## src/rtl/rr_arbiter_8.sv

```systemverilog
// Eight-way round-robin arbiter with a bounded hold time; grant lands 1 cycle after the req sample in IDLE.
// A holder keeps the grant until done, its own req drops, or the hold limit forces release (timeout pulse).
module rr_arbiter_8 #(
   parameter int unsigned HOLD_MAX = 15
) (
   input  logic       clk,
   input  logic       rst,
   input  logic [7:0] req,
   input  logic       done,
   output logic [7:0] gnt,
   output logic       en,
   output logic       timeout
);

   localparam int unsigned HW = $clog2(HOLD_MAX + 1);

   typedef enum logic {IDLE, GRANT} state_t;

   state_t        state_q;
   logic [2:0]    ptr_q;
   logic [2:0]    cur_q;
   logic [HW-1:0] hold_q;
   logic [7:0]    gnt_q;
   logic          en_q;
   logic          timeout_q;

   logic [2:0]    pick_d;
   logic          pick_vld_d;
   logic [2:0]    idx_d;
   logic          hold_lim_d;
   logic          rel_d;

   // First requester after the last granted index, wrapping modulo 8.
   always_comb begin
      pick_d     = ptr_q;
      pick_vld_d = 1'b0;
      idx_d      = ptr_q;
      for (int k = 1; k <= 8; k++) begin
         idx_d = ptr_q + k[2:0];
         if (!pick_vld_d && req[idx_d]) begin
            pick_d     = idx_d;
            pick_vld_d = 1'b1;
         end
      end
   end

   assign hold_lim_d = (hold_q == HW'(HOLD_MAX - 1));
   assign rel_d      = done | ~req[cur_q] | hold_lim_d;

   always_ff @(posedge clk) begin
      if (rst) begin
         state_q   <= IDLE;
         gnt_q     <= '0;
         en_q      <= 1'b0;
         timeout_q <= 1'b0;
         hold_q    <= '0;
         ptr_q     <= 3'd7;
         cur_q     <= 3'd0;
      end else begin
         timeout_q <= 1'b0;
         case (state_q)
            IDLE: begin
               if (pick_vld_d) begin
                  gnt_q   <= 8'b1 << pick_d;
                  en_q    <= 1'b1;
                  cur_q   <= pick_d;
                  hold_q  <= '0;
                  state_q <= GRANT;
               end
            end
            GRANT: begin
               if (rel_d) begin
                  gnt_q     <= '0;
                  en_q      <= 1'b0;
                  ptr_q     <= cur_q;
                  // Only a pure hold-limit release is a timeout; done or a dropped req wins.
                  timeout_q <= hold_lim_d & ~done & req[cur_q];
                  state_q   <= IDLE;
               end else begin
                  hold_q <= hold_q + HW'(1);
               end
            end
            default: state_q <= IDLE;
         endcase
      end
   end

   assign gnt     = gnt_q;
   assign en      = en_q;
   assign timeout = timeout_q;

endmodule

```

## config.mk

```make
export PLATFORM = sky130hd
export DESIGN_NAME = rr_arbiter_8
export DESIGN_NICKNAME = d
export VERILOG_FILES = /design/src/rtl/rr_arbiter_8.sv
export SDC_FILE = /design/constraint.sdc
export NUM_CORES = 1
export LEC_CHECK = 0
export ABC_AREA = 1
export CAP_MARGIN = 30
export CORE_AREA = 2 2 74 76
export CTS_BUF_LIST = sky130_fd_sc_hd__clkbuf_8
export DETAILED_ROUTE_END_ITERATION = 7
export DIE_AREA = 0 0 76 78
export MAX_ROUTING_LAYER = met4
export PLACE_DENSITY_LB_ADDON = 0.25
export SLEW_MARGIN = 20
export SYNTH_ARGS = -nofsm -noshare
export SYNTH_HDL_FRONTEND = slang
export SYNTH_SLANG_ARGS = --single-unit
```

## constraint.sdc

```tcl
create_clock -name clk -period 6.5 [get_ports clk]
set_input_delay 0.975 -clock clk [delete_from_list [all_inputs] [get_ports clk]]
set_output_delay 0.975 -clock clk [all_outputs]
set_load 0.03 [all_outputs]
```

After elaboration in Yosys (flattened, before gate mapping). Cells that the tools add are included.

Input port bits: 11. Register bits after elaboration: 21. Output and inout port bits: 10. Logic and storage cells: 102.

Shifts and indexed selects: 1. $lt $le $gt $ge: 9. Reductions and logical operators: 19. Add/sub/neg operators: 8. Bitwise gates (word level): 8. Eq/ne operators: 4. Mux-type cells: 46.

Operators with widths (number): $lt 3x4->1 const B (9); $bmux 1 s3 (9); $mux 3 (8); $mux 1 (21); $mux 8 (2); $pmux 8 s2 (1); $add 3x3->3 const B (4); $mux 4 (2); $pmux 4 s2 (1); $reduce_and 2->1 (4); $shl 1x3->8 const A (1); $logic_and 1x1->1 (7); $logic_not 1->1 (7); $add 3x2->3 const B (2); $add 4x1->4 const B (1); $eq 4x4->1 const B (1); $ne 2x2->1 const B (2); $not 1->1 (4); $pmux 1 s2 (2); $add 3x1->3 const B (1); $reduce_or 3->1 (1); $and 1x1->1 (2); $ne 2x1->1 const B (1); $or 1x1->1 (2).

Logic depth before layout (Yosys ltp). Gate-level depths: netlist of the first run.

Depth in word-level cells: 28. Mapped depth: 20. Depth with buffers taken out: 19.

Least setup slack after synthesis of the first run. OpenSTA, ideal clock, no wires.

Kind: flip-flop to flip-flop. Start: register ptr_q[1]. End: register hold_q[2]. Setup slack: 4.130 ns. Path buffers: 1. Library setup time: 0.116 ns. Data arrival time: 2.254 ns. Cell stages (with the launch flop): 17. Period minus slack after synthesis: 2.370 ns. Cell sequence: dfxtp_1 > buf_2 > inv_2 > ha_1 > inv_2 > nand3_1 > nand3_2 > nand2_4 > nor2_4 > nand4_2 > nor2_1 > nand3_1 > nand2_4 > nand2_1 > nand2_1 > xor2_1 > nor2_1.

Cells in the longest elaborated chain, start to end: 27. Elaborated cells on any way between the ends: 47. Classes of those cells: 7 x add/sub; 1 x eq/ne; 24 x mux; 15 x reduce/logical.

Ends and longest elaborated chain: start, declared (line 20) `logic [2:0] ptr_q;`; start signal, assigned (line 75) `ptr_q <= cur_q;`; $add 3x1->3 (line 39) `idx_d = ptr_q + k[2:0];`; $bmux 1 s3 (line 40) `if (!pick_vld_d && req[idx_d]) begin`; $mux 1 (implied by the code) (line 40); $mux 1 (line 40); $logic_not 1->1 (line 40); $logic_and 1x1->1 (line 40); $mux 1 (line 40); $logic_not 1->1 (line 40); (+11 left out); $logic_not 1->1 (line 40); $logic_and 1x1->1 (line 40); $mux 1 (line 40); $logic_not 1->1 (line 40); $logic_and 1x1->1 (line 40); $mux 1 * (line 40); $ne 2x2->1 (no line) *; $reduce_and 2->1 (no line) *; end signal, assigned (line 80) `hold_q <= hold_q + HW'(1);`; end, declared (line 22) `logic [HW-1:0] hold_q;`.

Every way passes the cells marked *; elsewhere a longest branch is shown, timed or not. The select of a mux whose other input is x is not followed. A chain may end at the register's enable or synchronous reset.

Worst setup path after layout of the first run.
Start: register ptr_q[0]. End: register gnt_q[1], in the netlist gnt[1].

Cells in the longest elaborated chain, start to end: 28. Elaborated cells on any way between the ends: 58. Classes of those cells: 7 x add/sub; 1 x eq/ne; 1 x shift; 34 x mux; 15 x reduce/logical.

Ends and longest elaborated chain: $add 3x1->3 (line 39); $bmux 1 s3 (line 40); $mux 1 (implied by the code) (line 40); $mux 1 (line 40); $logic_not 1->1 (line 40); $logic_and 1x1->1 (line 40); $mux 1 (line 40); $logic_not 1->1 (line 40); (+12 left out); $logic_and 1x1->1 (line 40); $mux 1 (line 40); $logic_not 1->1 (line 40); $logic_and 1x1->1 (line 40); $mux 3 (line 40); $shl 1x3->8 (line 64) `gnt_q <= 8'b1 << pick_d;`; $mux 8 (line 63) `if (pick_vld_d) begin`; $pmux 8 s2 (line 61) `case (state_q)`; end signal, assigned (line 64); end, declared (line 23) `logic [7:0] gnt_q;`.

Several ways; a longest one is shown, not always the timed one. The select of a mux whose other input is x is not followed.

==> metrics.txt, run 1 <==
# TYPE chip_impl_metric gauge
chip_impl_metric{name="synthToLayoutAreaGrowth",unit="%"} 16.7
chip_impl_info{name="run_status",value="completed"} 1
chip_impl_info{name="synthDominantAreaCellType",value="dfxtp_1"} 1
chip_impl_metric{name="synth_sequential_area_ratio",unit="%"} 23.8
chip_impl_metric{name="timing.max_slew.rel_slack",unit="%"} 63.3
chip_impl_metric{name="synth.yosys.warnings",unit=""} 0
chip_impl_metric{name="fraction_of_the_mapped_netlist_area_in_simple_logic_gates",unit="%"} 50.7
chip_impl_metric{name="count_of_unique_library_cells_instantiated_by_yosys",unit=""} 33
chip_impl_metric{name="clkTransAtPathRegs",unit="ps"} 80
chip_impl_metric{name="avgSynthCellArea",unit="µm²"} 6.41
chip_impl_metric{name="synth.net_count",unit=""} 290
chip_impl_metric{name="wire_length_of_the_first_global_routing_pass",unit="µm"} 7290
chip_impl_metric{name="numPortBuffers",unit=""} 20
chip_impl_metric{name="period_needed",unit="ps"} 3120
chip_impl_info{name="hold_path_class",value="flip-flop to flip-flop"} 1
chip_impl_metric{name="core",unit="µm²"} 5040
chip_impl_metric{name="timing_worst_slew_pin_value",unit="ps"} 550
chip_impl_metric{name="setup-violations-final",unit=""} 0
chip_impl_metric{name="synth.ff_latch_count",unit=""} 21
chip_impl_metric{name="detail_route.wirelength",unit="µm"} 4100
chip_impl_info{name="cp-start-kind",value="flip-flop"} 1
chip_impl_metric{name="number_of_cts_inserted_buffers",unit=""} 3
chip_impl_info{name="dominant_combinational_cell_family_by_area_after_synthesis",value="simple AND/OR/NAND/NOR gates"} 1
chip_impl_metric{name="power.static_leakage",unit="nW"} 0.967
chip_impl_metric{name="number_of_buffers_between_clock_root_and_the_deepest_sink",unit=""} 2
chip_impl_metric{name="synth_cells",unit=""} 275
chip_impl_metric{name="gr-usage-all-layers",unit="%"} 14.9
chip_impl_metric{name="via_per_inst",unit=""} 4.68
chip_impl_metric{name="synth_async_sr_flop_share",unit="%"} 0
chip_impl_info{name="worstPathCellList",value="inv_2 -> ha_1 -> inv_2 -> nand3_1 -> nand3_2 -> nand2_4 -> nor2_4 -> nand4_2 -> nor2_1 -> inv_1 -> nand2_1 -> nand2_4 -> a21oi_4 -> nand2_1 -> a21oi_1"} 1
chip_impl_metric{name="final.fill_count",unit=""} 537
chip_impl_metric{name="drt_pass1_iterations",unit=""} 4
chip_impl_metric{name="setup_tns",unit="ps"} 0
chip_impl_metric{name="via_count_of_the_first_global_routing_pass",unit=""} 1663
chip_impl_metric{name="drv.max_cap_violation_count",unit=""} 0
chip_impl_metric{name="core.rowCount",unit=""} 26
chip_impl_metric{name="synth.area.mux_share",unit="%"} 0
chip_impl_metric{name="fmaxAchievable",unit="MHz"} 320
chip_impl_metric{name="dr.first_iter.drc_count",unit=""} 101
chip_impl_metric{name="ctsHoldBuffers",unit=""} 0
chip_impl_metric{name="drc_errors",unit=""} 0
chip_impl_metric{name="number_of_enable_type_register_cells_in_the_synthesized_netlist",unit=""} 0
chip_impl_info{name="path_class",value="flip-flop to flip-flop"} 1
chip_impl_info{name="clockRootBuffer",value="clkbuf_8"} 1
chip_impl_metric{name="fin_worst_skew",unit="ps"} 8.72
chip_impl_metric{name="die_area",unit="µm²"} 5930
chip_impl_metric{name="cp.arrival",unit="ps"} 3300
chip_impl_info{name="clock_tree_from_tritoncts",value="done"} 1
chip_impl_info{name="yosysMostFrequentCell",value="nand2_1"} 1
chip_impl_info{name="synth_commonest_cells",value="nand2_1 (95), nand3_1 (25), inv_1 (22)"} 1
chip_impl_metric{name="final_util",unit="%"} 40.8
chip_impl_info{name="nature_of_the_critical_path_endpoint",value="flip-flop"} 1
chip_impl_info{name="rsz0062_at_grt",value="false"} 1
chip_impl_metric{name="yosys.area_share.xor_xnor",unit="%"} 2.91
chip_impl_metric{name="clkSinkCount",unit=""} 21
chip_impl_info{name="path_delay_family",value="simple AND/OR/NAND/NOR gates"} 1
chip_impl_metric{name="seqPwrFrac",unit="%"} 22.1
chip_impl_metric{name="crit_fanout",unit=""} 13
chip_impl_metric{name="synth_area",unit="µm²"} 1760
chip_impl_metric{name="critical-path-max-stage-delay",unit="ps"} 670
chip_impl_metric{name="clockPowerShare",unit="%"} 9.6
chip_impl_metric{name="postCtsSetupBuffers",unit=""} 0
chip_impl_metric{name="routedWlPerCell",unit="µm"} 11.3
chip_impl_metric{name="largest_net_degree_at_the_start_of_global_routing",unit=""} 14
chip_impl_metric{name="antennaDiodeCount",unit=""} 0
chip_impl_metric{name="floorplan.die.height",unit="µm"} 78
chip_impl_metric{name="place.gp.congestion",unit=""} 0.922
chip_impl_metric{name="switching_share",unit="%"} 54.0
chip_impl_metric{name="via_count",unit=""} 1703
chip_impl_metric{name="final_layout_size_suffix_gt1_share",unit="%"} 17.3
chip_impl_metric{name="worst_ep_required_time",unit="ps"} 6680
chip_impl_metric{name="hold_viol",unit=""} 0
chip_impl_metric{name="grt_antenna_before_repair",unit=""} 0
chip_impl_metric{name="power_switching",unit="mW"} 0.479
chip_impl_metric{name="total_power_consumption",unit="mW"} 0.887
chip_impl_metric{name="post_cts_resized",unit=""} 0
chip_impl_metric{name="synth_adder_area_share",unit="%"} 2.84
chip_impl_metric{name="initial_core_util",unit="%"} 35.0
chip_impl_metric{name="worstSkewPairLatency",unit="ps"} 260
chip_impl_metric{name="min_period_over_period",unit="%"} 48.0
chip_impl_metric{name="floorplan.die.width",unit="µm"} 76
chip_impl_metric{name="power.share.combinational",unit="%"} 68.4
chip_impl_metric{name="power_density",unit="nW/µm²"} 431
chip_impl_metric{name="io_pins",unit=""} 21
chip_impl_metric{name="maxSlewViolCount",unit=""} 0
chip_impl_metric{name="synth-compound-area-share",unit="%"} 10.4
chip_impl_metric{name="post-synth-top-area-fraction",unit="%"} 23.8
chip_impl_info{name="post_synth_main_area_contributors",value="dfxtp_1 (24%), nand2_1 (20%), nand3_1 (7.1%)"} 1
chip_impl_info{name="cp_slowest_cell",value="dfxtp_1"} 1
chip_impl_metric{name="final_net_count",unit=""} 310
chip_impl_metric{name="cellInternalPower",unit="mW"} 0.408
chip_impl_metric{name="dp_hpwl",unit="µm"} 3290
chip_impl_metric{name="grt.overflow.total",unit=""} 0
chip_impl_metric{name="power.ir.vdd_worst",unit="µV"} 229
chip_impl_info{name="ys_dominant_reg_cell",value="dfxtp_1"} 1
chip_impl_metric{name="h_tree_level_count",unit=""} 1
chip_impl_metric{name="crit_buf_inv",unit=""} 3
chip_impl_metric{name="drt.antenna.violating_nets",unit=""} 0
## area by class of cell
| cell class | instances | area (µm²) | share of cell area [%] |
|---|---|---|---|
| clock buffers | 3 | 41.3 | 2.01 |
| clock inverters | 1 | 5.00 | 0.243 |
| inverters | 33 | 125 | 6.08 |
| multi-input cells | 216 | 1180 | 57.3 |
| flip-flops and latches | 21 | 420 | 20.4 |
| well taps | 70 | 87.6 | 4.26 |
| repair buffers | 20 | 200 | 9.73 |
## placed cells by master, fill, tap and decap left out
| cell | synthesis | layout |
|---|---|---|
| clkdlybuf4s50_1 | 0 | 20 |
| nand2_2 | 13 | 13 |
| dfxtp_1 | 21 | 21 |
| nor2_1 | 18 | 18 |
| nand2_1 | 95 | 95 |
| nand4_2 | 1 | 1 |
| nor2_8 | 1 | 1 |
| a21oi_1 | 12 | 12 |
| nor4_1 | 1 | 1 |
| xor2_1 | 3 | 3 |
| inv_2 | 10 | 10 |
| a21oi_4 | 1 | 1 |
| nand4_1 | 3 | 3 |
| or2_2 | 1 | 1 |
| o21ai_0 | 8 | 8 |
| o211ai_1 | 3 | 3 |
| nand4_4 | 1 | 1 |
| ha_1 | 4 | 4 |
| xnor2_1 | 1 | 1 |
| inv_1 | 22 | 22 |
| nand3_2 | 10 | 10 |
| o21bai_1 | 1 | 1 |
| xor2_2 | 1 | 1 |
| nand3_1 | 25 | 25 |
| a31oi_1 | 1 | 1 |
| nor2_4 | 3 | 3 |
| clkbuf_8 | 0 | 3 |
| o22ai_1 | 4 | 4 |
| nand2_4 | 4 | 4 |
| clkinv_2 | 1 | 2 |
| o21ai_1 | 1 | 1 |
## logic make-up (layout without fill, tap and decap cells)
group | Yosys count | after routing
buffers and inverters | 38 | 57
AOI/OAI and AO/OA | 31 | 31
DFF | 21 | 21
and+or+nand+nor | 176 | 176
adders and majority gates | 4 | 4
xor gates and xnor gates | 5 | 5
## final timing paths
check | slack, ps | endpoint | start | cells after the start
worst max register to register | 3380 | gnt[1] | ptr_q[0] | 15
worst min register to register | 470 | gnt[2] | gnt[2] | 2
worst max-delay path | 3380 | gnt[1] | ptr_q[0] | 15
worst min-delay path | 470 | gnt[2] | gnt[2] | 2
## flip-flops by register name, indices dropped and copies added, names as in the netlist
signal and cells:
gnt 8, hold_q 4, cur_q 3, ptr_q 3
en 1, state_q 1, timeout 1
## routing by layer
metal	part of all wire [%]	GRT usage, %
met1	50	19.0
met2	46	25.8
met3	2.7	0.930
met4	0.88	3.64
met5	0	-
## power by group through the flow
stage                     Combinational, mW  Clock [mW]  Sequential (mW)
after floorplan                       0.448           0            0.219
after global placement                0.604           0            0.200
after detailed placement              0.603           0            0.199
after CTS                             0.606      0.0870            0.196
after global routing                  0.681      0.0919            0.201
final                                 0.607      0.0850            0.196
## stage by stage
| stage | instances | instance area [µm²] | hold slack [ps] | setup WS, ps |
|---|---|---|---|---|
| final | 364 | 2060 | 465 | 3380 |
| after global routing | 364 | 2060 | 491 | 3070 |
| after CTS | 364 | 2060 | 470 | 3370 |
| after detailed placement | 360 | 2010 | 457 | 3390 |
| after global placement | 360 | 2010 | 458 | 3410 |
| after floorplan | 275 | 1760 | 456 | 4130 |
## worst reg2reg max path, stage by stage (launching register included)
cell and delay (ps):
dfxtp_1 670, inv_2 280, ha_1 500, inv_2 170, nand3_1 140, nand3_2 130
nand2_4 80, nor2_4 160, nand4_2 110, nor2_1 160, inv_1 50, nand2_1 120
nand2_4 80, a21oi_4 180, nand2_1 90, a21oi_1 130
(Power assumes the default switching activity.)
==> inputs of run 2 (changes only) <==
- clock period: 6.5 -> 2.65 ns (I/O delays scaled with it)
==> metrics.txt, run 2 (synthesis results as in run 1) <==
# TYPE chip_impl_metric gauge
chip_impl_info{name="run_status",value="completed"} 1
chip_impl_metric{name="initial_core_util",unit="%"} 35.0
chip_impl_metric{name="core",unit="µm²"} 5040
chip_impl_metric{name="power_switching",unit="mW"} 1.16
chip_impl_metric{name="min_period_over_period",unit="%"} 89.4
chip_impl_metric{name="dr.first_iter.drc_count",unit=""} 120
chip_impl_metric{name="power_density",unit="nW/µm²"} 1040
chip_impl_info{name="rsz0062_at_grt",value="false"} 1
chip_impl_metric{name="floorplan.die.height",unit="µm"} 78
chip_impl_metric{name="routed_wl_met3",unit="µm"} 157
chip_impl_metric{name="setup-violations-final",unit=""} 0
chip_impl_metric{name="period_needed",unit="ps"} 2370
chip_impl_info{name="critical_path.reg2reg.startpoint",value="ptr_q[0]"} 1
chip_impl_metric{name="final_net_count",unit=""} 314
chip_impl_metric{name="via_count_of_the_first_global_routing_pass",unit=""} 1644
chip_impl_metric{name="gr-usage-all-layers",unit="%"} 14.8
chip_impl_metric{name="drt_pass1_iterations",unit=""} 4
chip_impl_metric{name="antennaDiodeCount",unit=""} 0
chip_impl_metric{name="clkTransAtPathRegs",unit="ps"} 80
chip_impl_metric{name="synthToLayoutAreaGrowth",unit="%"} 18.8
chip_impl_metric{name="final_layout_size_suffix_gt1_share",unit="%"} 19.1
chip_impl_metric{name="largest_net_degree_at_the_start_of_global_routing",unit=""} 13
chip_impl_metric{name="grt_antenna_before_repair",unit=""} 0
chip_impl_metric{name="clkSinkCount",unit=""} 21
chip_impl_info{name="path_class",value="flip-flop to flip-flop"} 1
chip_impl_info{name="clock_tree_from_tritoncts",value="done"} 1
chip_impl_info{name="hold_start",value="gnt[4]"} 1
chip_impl_info{name="layout.cells.most_common_list",value="nand2_1 (95), nand3_1 (25), inv_1 (22), dfxtp_1 (21), clkdlybuf4s50_1 (20)"} 1
chip_impl_metric{name="core.rowCount",unit=""} 26
chip_impl_metric{name="critical-path-max-stage-delay",unit="ps"} 350
chip_impl_metric{name="dp_hpwl",unit="µm"} 3240
chip_impl_metric{name="largest_register_ff_count",unit=""} 8
chip_impl_metric{name="postCtsSetupBuffers",unit=""} 0
chip_impl_metric{name="switching_share",unit="%"} 53.1
chip_impl_metric{name="number_of_buffers_between_clock_root_and_the_deepest_sink",unit=""} 2
chip_impl_info{name="critical_path.reg2reg.endpoint",value="gnt[6]"} 1
chip_impl_info{name="cp-start-kind",value="flip-flop"} 1
chip_impl_metric{name="wire_length_of_the_first_global_routing_pass",unit="µm"} 7160
chip_impl_metric{name="ctsHoldBuffers",unit=""} 0
chip_impl_metric{name="route.layer.met1.wl",unit="µm"} 1970
chip_impl_metric{name="crit_fanout",unit=""} 7
chip_impl_metric{name="drv.max_cap_violation_count",unit=""} 0
chip_impl_metric{name="hold_viol",unit=""} 0
chip_impl_metric{name="drt.antenna.violating_nets",unit=""} 0
chip_impl_info{name="layout_commonest_cell",value="nand2_1"} 1
chip_impl_metric{name="fmaxAchievable",unit="MHz"} 422
chip_impl_info{name="clockRootBuffer",value="clkbuf_8"} 1
chip_impl_metric{name="drc_errors",unit=""} 0
chip_impl_metric{name="timing_worst_slew_pin_value",unit="ps"} 409
chip_impl_metric{name="h_tree_level_count",unit=""} 1
chip_impl_metric{name="maxSlewViolCount",unit=""} 0
chip_impl_metric{name="crit_buf_inv",unit=""} 4
chip_impl_metric{name="via_per_inst",unit=""} 4.56
chip_impl_metric{name="power.static_leakage",unit="nW"} 0.984
chip_impl_info{name="cp_slowest_cell",value="ha_2"} 1
chip_impl_metric{name="io_pins",unit=""} 21
chip_impl_metric{name="post_cts_resized",unit=""} 0
chip_impl_metric{name="routedWlPerCell",unit="µm"} 10.7
chip_impl_info{name="worstPathCellList",value="inv_2 -> ha_2 -> inv_2 -> nand3_1 -> nand3_2 -> nand2_4 -> inv_2 -> nand3_2 -> nor2_4 -> nand4_4 -> nand2_1 -> inv_1 -> nand2_2 -> nand2_2 -> nor2_1 -> nand2_1 -> a21oi_1"} 1
chip_impl_metric{name="power.ir.vdd_worst",unit="µV"} 555
chip_impl_metric{name="cellInternalPower",unit="mW"} 1.03
chip_impl_info{name="critPathMostFrequentCell",value="inv_2"} 1
chip_impl_metric{name="number_of_cts_inserted_buffers",unit=""} 3
chip_impl_metric{name="timing.max_slew.rel_slack",unit="%"} 72.7
chip_impl_info{name="min_delay_worst_endpoint",value="gnt[4]"} 1
chip_impl_metric{name="wl_met2",unit="µm"} 1780
chip_impl_metric{name="setup_tns",unit="ps"} 0
chip_impl_metric{name="clockPowerShare",unit="%"} 9.4
chip_impl_metric{name="reg2reg_depth",unit=""} 17
chip_impl_metric{name="seqPwrFrac",unit="%"} 20.8
chip_impl_metric{name="non_filler_instances",unit=""} 368
chip_impl_metric{name="grt.overflow.total",unit=""} 0
chip_impl_metric{name="power.share.combinational",unit="%"} 69.8
chip_impl_info{name="nature_of_the_critical_path_endpoint",value="flip-flop"} 1
chip_impl_metric{name="worstSkewPairLatency",unit="ps"} 260
chip_impl_metric{name="via_count",unit=""} 1678
chip_impl_metric{name="r2r_setup_slk",unit="ps"} 280
chip_impl_metric{name="numPlacedInstances",unit=""} 364
chip_impl_metric{name="die_area",unit="µm²"} 5930
chip_impl_metric{name="cp.arrival",unit="ps"} 2550
chip_impl_metric{name="numPortBuffers",unit=""} 20
chip_impl_info{name="path_delay_family",value="simple AND/OR/NAND/NOR gates"} 1
chip_impl_metric{name="place.gp.congestion",unit=""} 0.863
chip_impl_info{name="dr.max_layer_used",value="met4"} 1
chip_impl_metric{name="floorplan.die.width",unit="µm"} 76
chip_impl_info{name="hold_path_class",value="flip-flop to flip-flop"} 1
chip_impl_metric{name="worst_ep_required_time",unit="ps"} 2830
chip_impl_metric{name="fin_worst_skew",unit="ps"} 5.97
chip_impl_metric{name="detail_route.wirelength",unit="µm"} 3930
chip_impl_metric{name="whs_path_depth",unit=""} 2
-- run 2: metal layers --
layer,track usage (%),vias to the layer above
li1,-,929
met1,20.7,715
met2,24.1,32
met3,0.349,2
met4,3.27,0
met5,-,-
-- run 2: worst max-delay path by stage --
stage	startpoint	end	slack, ps	depth (start not counted)
detailed placement	req[4]	gnt[1]	150	14
global route	ptr_q[0]	gnt[3]	30	17
finish	ptr_q[0]	gnt[6]	280	17
global placement	req[5]	gnt[1]	150	14
CTS	ptr_q[0]	gnt[1]	120	15
floorplan	ptr_q[1]	hold_q[3]	280	16
-- run 2: metrics by stage --
step	setup slack, ps	power [mW]	utilization, %	hold slack [ps]	instance area [µm²]
4_1_cts	124	2.19	41.4	468	2090
2_1_floorplan	280	1.64	-	456	1760
6_report	282	2.18	41.5	464	2090
3_5_place_dp	148	1.98	40.5	457	2040
5_1_grt	29.3	2.42	41.5	493	2090
3_3_place_gp	151	1.99	40.5	458	2040
-- run 2: power groups by stage --
stage | clock (mW) | combinational [mW] | sequential (mW)
floorplan | 0 | 1.10 | 0.537
global placement | 0 | 1.52 | 0.466
detailed placement | 0 | 1.52 | 0.462
CTS | 0.211 | 1.53 | 0.456
global route | 0.224 | 1.73 | 0.468
finish | 0.205 | 1.52 | 0.455
-- run 2: layout make-up --
cell class / count / area (µm²)
Fill cell: 545 / 2950
Multi-Input combinational cell: 216 / 1180
Sequential cell: 21 / 420
Timing Repair Buffer: 24 / 230
Inverter: 33 / 125
Tap cell: 70 / 87.6
Clock buffer: 3 / 41.3
Clock inverter: 1 / 5.00
-- run 2: tightest hold or removal path: stages, from the launching register on --
cell and delay, ps:
dfxtp_1 310, nand2_1 60, a21oi_1 50
==> inputs of run 3 (changes only) <==
- CORE_AREA: 2 2 74 76 -> 2 2 80 82
- DIE_AREA: 0 0 76 78 -> 0 0 82 84
- GPL_ROUTABILITY_DRIVEN: default -> 0
==> metrics.txt, run 3 (synthesis results as in run 1) <==
# TYPE chip_impl_metric gauge
chip_impl_metric{name="timing.max_slew.rel_slack",unit="%"} 72.1
chip_impl_metric{name="number_of_cts_inserted_buffers",unit=""} 3
chip_impl_metric{name="multi_input_area",unit="µm²"} 1180
chip_impl_metric{name="initial_core_util",unit="%"} 28.9
chip_impl_metric{name="final.fill_count",unit=""} 684
chip_impl_metric{name="die_area",unit="µm²"} 6890
chip_impl_info{name="layout.cells.most_common_list",value="nand2_1 (95), nand3_1 (25), inv_1 (23), dfxtp_1 (21), clkdlybuf4s50_1 (20)"} 1
chip_impl_metric{name="drt_pass1_iterations",unit=""} 4
chip_impl_metric{name="clkSinkCount",unit=""} 21
chip_impl_metric{name="via_count_of_the_first_global_routing_pass",unit=""} 1594
chip_impl_metric{name="final_layout_size_suffix_gt1_share",unit="%"} 18.7
chip_impl_metric{name="final_net_count",unit=""} 315
chip_impl_metric{name="cp.arrival",unit="ps"} 2560
chip_impl_metric{name="power_density",unit="nW/µm²"} 1050
chip_impl_metric{name="floorplan.die.height",unit="µm"} 84
chip_impl_metric{name="core",unit="µm²"} 6100
chip_impl_info{name="rsz0062_at_grt",value="false"} 1
chip_impl_metric{name="clkTransAtPathRegs",unit="ps"} 70
chip_impl_info{name="nature_of_the_critical_path_endpoint",value="flip-flop"} 1
chip_impl_metric{name="synthToLayoutAreaGrowth",unit="%"} 19.4
chip_impl_metric{name="dp_hpwl",unit="µm"} 3430
chip_impl_metric{name="number_of_buffers_between_clock_root_and_the_deepest_sink",unit=""} 2
chip_impl_metric{name="dr.first_iter.drc_count",unit=""} 54
chip_impl_metric{name="core.rowCount",unit=""} 29
chip_impl_metric{name="timing_worst_slew_pin_value",unit="ps"} 418
chip_impl_metric{name="setup_tns",unit="ps"} 0
chip_impl_info{name="cp-start-kind",value="flip-flop"} 1
chip_impl_metric{name="gr-usage-all-layers",unit="%"} 13.6
chip_impl_metric{name="drv.max_cap_violation_count",unit=""} 0
chip_impl_metric{name="worstSkewPairLatency",unit="ps"} 260
chip_impl_metric{name="total_power_consumption",unit="mW"} 2.20
chip_impl_metric{name="floorplan.die.width",unit="µm"} 82
chip_impl_metric{name="drt.antenna.violating_nets",unit=""} 0
chip_impl_metric{name="io_pins",unit=""} 21
chip_impl_metric{name="largest_register_ff_count",unit=""} 8
chip_impl_metric{name="hold_viol",unit=""} 0
chip_impl_metric{name="antennaDiodeCount",unit=""} 0
chip_impl_metric{name="detail_route.wirelength",unit="µm"} 4240
chip_impl_metric{name="maxSlewViolCount",unit=""} 0
chip_impl_metric{name="h_tree_level_count",unit=""} 1
chip_impl_metric{name="setup-violations-final",unit=""} 0
chip_impl_metric{name="ctsHoldBuffers",unit=""} 0
chip_impl_info{name="hold_start",value="gnt[7]"} 1
chip_impl_metric{name="routedWlPerCell",unit="µm"} 11.3
chip_impl_metric{name="worst_ep_required_time",unit="ps"} 2830
chip_impl_metric{name="fmaxAchievable",unit="MHz"} 421
chip_impl_info{name="path_class",value="flip-flop to flip-flop"} 1
chip_impl_metric{name="numPortBuffers",unit=""} 20
chip_impl_metric{name="via_count",unit=""} 1726
chip_impl_metric{name="grt.overflow.total",unit=""} 0
chip_impl_metric{name="power.static_leakage",unit="nW"} 0.989
chip_impl_info{name="setup.worst_path.start",value="ptr_q[0]"} 1
chip_impl_info{name="clockRootBuffer",value="clkbuf_8"} 1
chip_impl_info{name="hold_path_class",value="flip-flop to flip-flop"} 1
chip_impl_metric{name="via_per_inst",unit=""} 4.59
chip_impl_info{name="clock_tree_from_tritoncts",value="done"} 1
chip_impl_info{name="run_status",value="completed"} 1
chip_impl_metric{name="power.ir.vdd_worst",unit="µV"} 404
chip_impl_metric{name="drc_errors",unit=""} 0
chip_impl_metric{name="crit_fanout",unit=""} 7
chip_impl_info{name="critical_path.reg2reg.startpoint",value="ptr_q[0]"} 1
chip_impl_metric{name="grt_antenna_before_repair",unit=""} 0
chip_impl_metric{name="area.sequential",unit="µm²"} 420
chip_impl_metric{name="largest_net_degree_at_the_start_of_global_routing",unit=""} 13
chip_impl_info{name="layout_commonest_cell",value="nand2_1"} 1
chip_impl_metric{name="min_period_over_period",unit="%"} 89.6
chip_impl_metric{name="fin_worst_skew",unit="ps"} 2.42
chip_impl_metric{name="period_needed",unit="ps"} 2380
chip_impl_metric{name="wire_length_of_the_first_global_routing_pass",unit="µm"} 7190
[run 3: cell count changes in the layout (fill, tap and decap cells not counted), sizes merged]
cell,before,now
buf,4,5
clkinv,2,1
inv,32,33
[run 3: worst paths after layout]
path	endpoint	slack, ps	cells past startpoint
max	gnt[5]	270	15
min	gnt[7]	470	2
max reg2reg	gnt[5]	270	15
min reg2reg	gnt[7]	470	2
[run 3: layout make-up]
type / count / share of cell area, %
clock buffer: 3 / 1.96
clock inverter: 1 / 0.178
inverter: 33 / 5.94
multi-input combinational: 216 / 56.1
sequential: 21 / 20.0
tap: 77 / 4.58
timing repair buffer: 25 / 11.3
[run 3: metrics by stage]
step | hold slack, ps | setup slack (ps) | cell area [µm²] | utilization, % | std cells
floorplan | 456 | 280 | 1760 | - | 275
CTS | 474 | 135 | 2100 | 34.5 | 376
global route | 493 | 9.23 | 2110 | 34.5 | 376
global placement | 461 | 109 | 2060 | 33.8 | 372
finish | 472 | 274 | 2110 | 34.5 | 376
detailed placement | 460 | 106 | 2060 | 33.8 | 372
[run 3: routing by layer]
metal  vias to the layer above  global-route usage, %  part of all wire (%)
met3                         4                   1.41                   3.8
met1                       763                   17.5                    48
met4                         0                   4.55                   1.4
li1                        931                      -                     -
met5                         -                      -                     0
met2                        28                   22.0                    47
[run 3: what timing repair did]
item                                    CTS  global route
endpoints found under the setup margin    0            11
hold endpoints to repair                  0             0
buffers inserted                          0             0
resized for setup                         0             1
[run 3: worst max-delay path, cell delays in order (launching register included)]
cell      delay, ps
dfxtp_1         340
inv_2            40
ha_2            360
inv_2           150
nand3_1          90
nand2_1         110
nand2_1          70
nand2_2         140
nand3_2         110
nor2_4          140
nand4_4         120
clkinv_2        100
nand2_1          90
a21oi_1         230
nand2_1          80
a21oi_1         130
[run 3: report_power, final]
part	internal (mW)	leakage [nW]	switching, mW
logic	0.524	0.791	1.01
clock network	0.103	0.0269	0.0992
registers	0.397	0.172	0.0650
total	1.02	0.989	1.18
